==> src/rtl/uart_tx.sv <==
// UART transmitter: start bit, DATA_BITS data bits LSB first, optional parity, STOP_BITS stop bits.
// Define UART_TX_HOLD_EN to add a one-entry holding register for back-to-back frames.
module uart_tx #(
    parameter int unsigned DATA_BITS   = 8,
    parameter int unsigned BAUD_RATE   = 9600,
    parameter int unsigned SYS_CLK     = 100_000_000,
    parameter int unsigned STOP_BITS   = 1,
    parameter int unsigned HAS_PARITY  = 0,
    parameter int unsigned PARITY_EVEN = 0
) (
    input  logic                 clk,
    input  logic                 reset,
    input  logic                 valid,
    input  logic [DATA_BITS-1:0] data_in,
    output logic                 ready,
    output logic                 tx,
    output logic                 busy
);

    localparam int unsigned CLKS_PER_BIT = SYS_CLK / BAUD_RATE;
    localparam int unsigned CNT_W   = (CLKS_PER_BIT > 1) ? $clog2(CLKS_PER_BIT) : 1;
    localparam int unsigned IDX_MAX = (DATA_BITS > STOP_BITS) ? DATA_BITS : STOP_BITS;
    localparam int unsigned IDX_W   = (IDX_MAX > 1) ? $clog2(IDX_MAX) : 1;

    localparam logic [CNT_W-1:0] BAUD_LAST = CNT_W'(CLKS_PER_BIT - 1);
    localparam logic [IDX_W-1:0] DATA_LAST = IDX_W'(DATA_BITS - 1);
    localparam logic [IDX_W-1:0] STOP_LAST = IDX_W'(STOP_BITS - 1);

    typedef enum logic [2:0] {
        StIdle,
        StStart,
        StData,
        StParity,
        StStop
    } state_e;

    state_e               state_q, state_d;
    logic [CNT_W-1:0]     baud_q, baud_d;
    logic [IDX_W-1:0]     idx_q, idx_d;
    logic [DATA_BITS-1:0] shift_q, shift_d;
    logic                 parity_q, parity_d;
    logic                 tx_q, tx_d;
    logic                 busy_q, busy_d;

    logic                 accept;
    logic                 bit_end;
    logic                 frame_end;
    logic                 launch;
    logic [DATA_BITS-1:0] launch_data;
    logic [DATA_BITS-1:0] shift_nx;

`ifdef UART_TX_HOLD_EN
    logic [DATA_BITS-1:0] hold_q, hold_d;
    logic                 hold_vld_q, hold_vld_d;

    assign ready = ~reset & ~hold_vld_q;
`else
    assign ready = ~reset & (state_q == StIdle);
`endif

    assign accept    = valid & ready;
    assign bit_end   = (baud_q == BAUD_LAST);
    assign frame_end = (state_q == StStop) & bit_end & (idx_q == STOP_LAST);
    assign shift_nx  = shift_q >> 1;
    assign tx        = tx_q;
    assign busy      = busy_q;

    // A new frame starts from idle, or straight out of the final stop cycle with no gap.
    always_comb begin
        launch      = 1'b0;
        launch_data = data_in;
`ifdef UART_TX_HOLD_EN
        hold_d      = hold_q;
        hold_vld_d  = hold_vld_q;
        if (state_q == StIdle) begin
            launch = accept;
        end else if (frame_end) begin
            if (hold_vld_q) begin
                launch      = 1'b1;
                launch_data = hold_q;
                hold_vld_d  = 1'b0;
            end else begin
                launch = accept;
            end
        end else if (accept) begin
            hold_d     = data_in;
            hold_vld_d = 1'b1;
        end
`else
        launch = accept;
`endif
    end

    always_comb begin
        state_d  = state_q;
        baud_d   = baud_q;
        idx_d    = idx_q;
        shift_d  = shift_q;
        parity_d = parity_q;
        tx_d     = tx_q;
        busy_d   = busy_q;

        // Counter wraps to zero at every bit boundary so timing never accumulates error.
        if (state_q != StIdle) begin
            baud_d = bit_end ? '0 : baud_q + CNT_W'(1);
        end

        unique case (state_q)
            StIdle: begin
                baud_d = '0;
            end
            StStart: begin
                if (bit_end) begin
                    state_d = StData;
                    idx_d   = '0;
                    tx_d    = shift_q[0];
                end
            end
            StData: begin
                if (bit_end) begin
                    if (idx_q == DATA_LAST) begin
                        idx_d = '0;
                        if (HAS_PARITY != 0) begin
                            state_d = StParity;
                            tx_d    = parity_q;
                        end else begin
                            state_d = StStop;
                            tx_d    = 1'b1;
                        end
                    end else begin
                        idx_d   = idx_q + IDX_W'(1);
                        shift_d = shift_nx;
                        tx_d    = shift_nx[0];
                    end
                end
            end
            StParity: begin
                if (bit_end) begin
                    state_d = StStop;
                    idx_d   = '0;
                    tx_d    = 1'b1;
                end
            end
            StStop: begin
                if (bit_end) begin
                    if (idx_q == STOP_LAST) begin
                        state_d = StIdle;
                        idx_d   = '0;
                        tx_d    = 1'b1;
                        busy_d  = 1'b0;
                    end else begin
                        idx_d = idx_q + IDX_W'(1);
                    end
                end
            end
            default: begin
                state_d = StIdle;
                tx_d    = 1'b1;
                busy_d  = 1'b0;
            end
        endcase

        if (launch) begin
            state_d  = StStart;
            baud_d   = '0;
            idx_d    = '0;
            shift_d  = launch_data;
            parity_d = (PARITY_EVEN != 0) ? ^launch_data : ~^launch_data;
            tx_d     = 1'b0;
            busy_d   = 1'b1;
        end
    end

    always_ff @(posedge clk or posedge reset) begin
        if (reset) begin
            state_q    <= StIdle;
            baud_q     <= '0;
            idx_q      <= '0;
            shift_q    <= '0;
            parity_q   <= 1'b0;
            tx_q       <= 1'b1;
            busy_q     <= 1'b0;
`ifdef UART_TX_HOLD_EN
            hold_q     <= '0;
            hold_vld_q <= 1'b0;
`endif
        end else begin
            state_q    <= state_d;
            baud_q     <= baud_d;
            idx_q      <= idx_d;
            shift_q    <= shift_d;
            parity_q   <= parity_d;
            tx_q       <= tx_d;
            busy_q     <= busy_d;
`ifdef UART_TX_HOLD_EN
            hold_q     <= hold_d;
            hold_vld_q <= hold_vld_d;
`endif
        end
    end

endmodule

==> config.mk <==
export PLATFORM = sky130hd
export DESIGN_NAME = uart_tx
export DESIGN_NICKNAME = d
export VERILOG_FILES = /design/src/rtl/uart_tx.sv
export SDC_FILE = /design/constraint.sdc
export NUM_CORES = 1
export LEC_CHECK = 0
export ABC_AREA = 1
export CORE_ASPECT_RATIO = 1.5
export CORE_MARGIN = 3
export CORE_UTILIZATION = 55
export DETAILED_ROUTE_END_ITERATION = 6
export PLACE_DENSITY = 0.76
export SYNTH_ARGS = -nofsm -noshare
export SYNTH_HDL_FRONTEND = slang
export SYNTH_SLANG_ARGS = --single-unit
==> constraint.sdc <==
create_clock -name clk -period 4.1 [get_ports clk]
set_input_delay 1.025 -clock clk [delete_from_list [all_inputs] [get_ports clk]]
set_output_delay 1.025 -clock clk [all_outputs]
set_load 0.005 [all_outputs]
# Word level (Yosys, flattened, before mapping)
# Cells that the tools add are included.
[op_classes]
addsub = 2
bitwise = 3
eq_ne = 16
reduce_logical = 14
mux = 35
[ops]
columns = ["op", "count"]
rows = [
  ["$mux W14", 4],
  ["$mux W3", 13],
  ["$mux W8", 4],
  ["$ne A3 B3 Y1 const B", 5],
  ["$pmux W3 S5", 1],
  ["$add A14 B1 Y14 const B", 1],
  ["$eq A14 B14 Y1 const B", 1],
  ["$mux W1", 10],
  ["$pmux W3 S3", 1],
  ["$reduce_and A7 Y1", 1],
  ["$eq A3 B2 Y1 const B", 2],
  ["$eq A3 B3 Y1 const B", 2],
  ["$logic_not A3 Y1", 2],
  ["$reduce_and A3 Y1", 2],
  ["$reduce_and A6 Y1", 1],
  ["$reduce_bool A3 Y1", 2],
  ["$pmux W1 S5", 1],
  ["$ne A2 B2 Y1 const B", 2],
  ["$reduce_and A4 Y1", 1],
  ["$reduce_bool A2 Y1", 2],
  ["$reduce_bool A4 Y1", 1],
  ["$reduce_or A4 Y1", 1],
  ["$add A3 B1 Y3 const B", 1],
  ["$eq A3 B1 Y1 const B", 1],
  ["7 further kinds", 8],
]
[totals]
out_inout_bits = 3
input_bits = 11
regBits = 30
elab_cells = 76

# Depth between registers and ports, before layout
[depth]
ltp_word = 5
mapped_depth = 10
depth_no_buf = 10

# Worst setup path before layout
# No wires, ideal clock.
[synth_timing]
path_kind = "input to register"
startpoint = "input port reset"
endpoint = "register state_q[1]"
path_slack_ps = 1777
n_path_buf = 0
stages = 6
t_required_ps = 3983
setup_ps = 117
t_arrival_ps = 2206
cell_sequence = "inv_1 > a21oi_1 > nor2_1 > nand3_1 > nand2_1 > nand2_1"
[synth_between]
elab_chain_cells = 5
word_cells_on_any_way = 12
cone_classes = "eq/ne (7); mux (1); bitwise (3); reduce/logical (1)"
[synth_lines]
columns = ["element", "line", "source"]
rows = [
  ["from (decl)", "12", "input logic reset,"],
  ["$not A1 Y1 *", "58", "assign ready = ~reset & (state_q == StIdle);"],
  ["$and A1 B1 Y1 *", "58", ""],
  ["$and A1 B1 Y1 *", "61", "assign accept = valid & ready;"],
  ["$ne A3 B3 Y1 (no line) (tied with other cells)", "--", ""],
  ["$reduce_and A7 Y1 (no line)", "--", ""],
  ["to (signal assigned)", "176", "state_q <= StIdle;"],
  ["to (signal assigned)", "188", "state_q <= state_d;"],
  ["to (decl)", "37", "state_e state_q, state_d;"],
]
# Mark *: on every way between the ends. The rest lies on a longest branch, timed or not.
# A chain may end at the register's enable or synchronous reset.

# Worst setup path in the final report
[layout_timing]
startpoint = "input port reset"
endpoint = "output port ready"
[layout_between]
elab_chain_cells = 2
[layout_lines]
columns = ["element", "line", "source"]
rows = [
  ["$not A1 Y1", "58", ""],
  ["$and A1 B1 Y1", "58", ""],
  ["to (decl)", "15", "output logic ready,"],
]
# Every way passes these cells.

==> results.sh <==
export IMPL_syn_num_nets=244
export IMPL_htreeDepth=2
export IMPL_cts_setup_buffers=0
export IMPL_maxCapViolCount=0
export IMPL_critPathMaxStageDelay_ns=0.53
export IMPL_ctsResizeCount=0
export IMPL_start_util_pct=58.3
export IMPL_p_leak_uw=0.00101
export IMPL_clock_skew_ns=0.00585
export IMPL_numClockSinks=30
export IMPL_cp_end_kind="output port"
export IMPL_synth_area_mm2=0.00172
export IMPL_first_global_vias=1491
export IMPL_avgSynthCellArea_um2=7.49
export IMPL_antenna_found_initial=0
export IMPL_portBuffers=13
export IMPL_viasPerCell=5.06
export IMPL_cellPowerDensity_mw_per_mm2=587
export IMPL_synthDistinctLibCells=25
export IMPL_totalWireLength_um=3430
export IMPL_path_clk_slew_ns=0.06
export IMPL_cpMaxStageDelayCell="clkdlybuf4s50_1"
export IMPL_numPlacedInstances=279
export IMPL_fp_dieH_um=74.4
export IMPL_vias=1453
export IMPL_hold_violations=0
export IMPL_first_pass_iters=4
export IMPL_cp_common_cell="clkdlybuf4s50_1"
export IMPL_rows=24
export IMPL_areaGrowthSynthToFinish_pct=15.6
export IMPL_drive_gt1_share_pct=7.66
export IMPL_overflow=0
export IMPL_synth_seq_area_share_pct=43.8
export IMPL_num_antenna_cells=0
export IMPL_tns_ns=0
export IMPL_yosysTopAreaCellShare_pct=42.3
export IMPL_finalWeightedCongestion=0.819
export IMPL_place_area_mm2=0.00187
export IMPL_cts_buffers=5
export IMPL_timing_worst_setup_path_type="input pin to output port"
export IMPL_io_pins=14
export IMPL_tightest_slew_ns=0.385
export IMPL_clk_latency_ns=0.28
export IMPL_setup_violations_final=0
export IMPL_core_mm2=0.00294
export IMPL_clk_path_buf_depth=2
export IMPL_place_hpwl_um=2500
export IMPL_timing_final_ws_setup_ns=0.803
export IMPL_slew_violations=0
export IMPL_fmax_ghz=0.303
export IMPL_cp_max_fo=9
export IMPL_die_w_um=51.6
export IMPL_synth_top_area_cell="dfrtp_1"
export IMPL_root_buffer="clkbuf_8"
export IMPL_wl_per_cell_um=12.0
export IMPL_ys_ff_latch=30
export IMPL_r2r_start="baud_q[0]"
export IMPL_place_worst_setup_slack_ns=0.808
export IMPL_required_ns=3.07
export IMPL_status="complete, no violations"
export IMPL_slew_headroom_pct=74.3
export IMPL_hp_class="flip-flop to flip-flop"
export IMPL_die_area_mm2=0.00384
export IMPL_remaining_drc_errors=0
export IMPL_crit_path_start_kind="input pin"
export IMPL_stdcell_area_mm2=0.00198
export IMPL_synth_area_top_cells="dfrtp_1 42%, nand2_1 16%, nor2_1 6.8%"
export IMPL_power_uw=1160
export IMPL_cts_hold_buf=0
export IMPL_min_period_ns=3.30
export IMPL_synth_cells=229
export IMPL_fill_cells=281
export IMPL_fin_nets=262
export IMPL_crit_start="reset"
export IMPL_worstHoldStart="busy"
export IMPL_rsz0062_at_grt="false"
export IMPL_synth_warnings=0
export IMPL_path_cells="clkdlybuf4s50_1, nor2_8, clkdlybuf4s50_1"
export IMPL_ir_worst_vdd_uv=418
export IMPL_grt_max_degree=31
export IMPL_track_usage_pct=21.6
export IMPL_grt_pass1_wl_um=6130
export IMPL_critPathArrivalTime_ns=2.27
export IMPL_period_share_pct=80.4
export IMPL_cts_tree="done"
export IMPL_antenna_left=0
export IMPL_drt_iter0_drc=29
export IMPL_final_cells=287
[cells in the final DEF (no fill, tap or decap)]
master,count
clkinv_2,2
dfstp_2,1
nand2_1,73
bufinv_16,1
clkdlybuf4s50_1,13
xor2_1,6
nor2_8,1
ha_1,4
o211ai_1,1
inv_2,2
nand3_1,23
nand4_1,5
o21ai_0,9
nand3_2,1
nand2_4,2
nor3_1,4
o21a_1,1
nor2_1,31
nor2_4,1
nand2_2,2
clkbuf_8,5
dfrtp_1,29
a21oi_1,3
xnor2_1,1
nor3b_1,1
inv_1,23
o21bai_1,2
buf_4,1
[critical path: cells and delay by family]
kind,cells,cell delay (ns)
buffers and inverters,2,1.03
and+or+nand+nor,1,0.21
[flip-flops by register name (all words and copies together) (netlist names)]
signal,cells
busy,1
baud_q,14
state_q,3
tx,1
shift_q,8
idx_q,3
[cell usage after synthesis]
| cell type | n |
|---|---|
| o21a_1 | 1 |
| o211ai_1 | 1 |
| nor2_8 | 1 |
| buf_2 | 1 |
| xnor2_1 | 1 |
| nand2_2 | 2 |
| nand2_1 | 73 |
| dfrtp_1 | 29 |
| ha_1 | 4 |
| o21ai_0 | 9 |
| o21bai_1 | 2 |
| inv_1 | 23 |
| nand3_2 | 1 |
| nand4_1 | 5 |
| nor3b_1 | 1 |
| a21oi_1 | 3 |
| nor2_1 | 31 |
| buf_6 | 2 |
| nand3_1 | 23 |
| xor2_1 | 6 |
| inv_2 | 2 |
| dfstp_2 | 1 |
| nor3_1 | 4 |
| nand2_4 | 2 |
| nor2_4 | 1 |
[stage by stage]
step / hold WS [ns] / utilization, %
2_1_floorplan: 0.432 / -
3_3_place_gp: 0.454 / 63.7
3_5_place_dp: 0.464 / 63.7
4_1_cts: 0.478 / 67.4
5_1_grt: 0.496 / 67.4
6_report: 0.475 / 67.4
[report_power, final]
part	total (uW)	internal (uW)	switching [uW]
Clock	290	179	111
Combinational	433	167	266
Sequential	442	382	59.7
[area by class of cell]
type	count	area [um2]	share of cell area, %
flip-flops and latches	30	752	37.9
clock buffers	5	68.8	3.47
repair buffers	14	138	6.94
well taps	39	48.8	2.46
clock inverters	3	40.0	2.02
inverters	25	93.8	4.73
multi-input cells	171	842	42.5
[final timing paths]
path                         endpoint  slack, ns  cells after the start
max                             ready       0.80                      3
min reg2reg                      busy       0.47                      2
min in group asynchronous  shift_q[6]       1.31                      3
min                              busy       0.47                      2
max in group asynchronous          tx       2.47                      3
max reg2reg                shift_q[1]       2.33                      8
[layer usage]
layer  wire length [um]  share of wire (%)  GRT usage [%]  vias to the layer above
li1                   -                  -              -                      759
met1               1460                 42           23.5                      663
met2               1800                 52           38.7                       22
met3                 91                2.6           5.01                        9
met4                 87                2.5           11.1                        0
met5                  0                  0              0                        -
[logic make-up (layout without fill, tap and decap cells)]
logic type	Yosys count	in the layout	synth area share (%)
adder cells (fa/ha/maj)	4	4	2.92
XOR/XNOR	7	7	3.57
buffers and inverters	28	47	7.07
AO/OA/AOI/OAI	16	16	5.25
flip-flops	30	30	43.8
AND/OR/NAND/NOR	144	144	37.3
No activity file was read; power rests on OpenSTA's default activity.
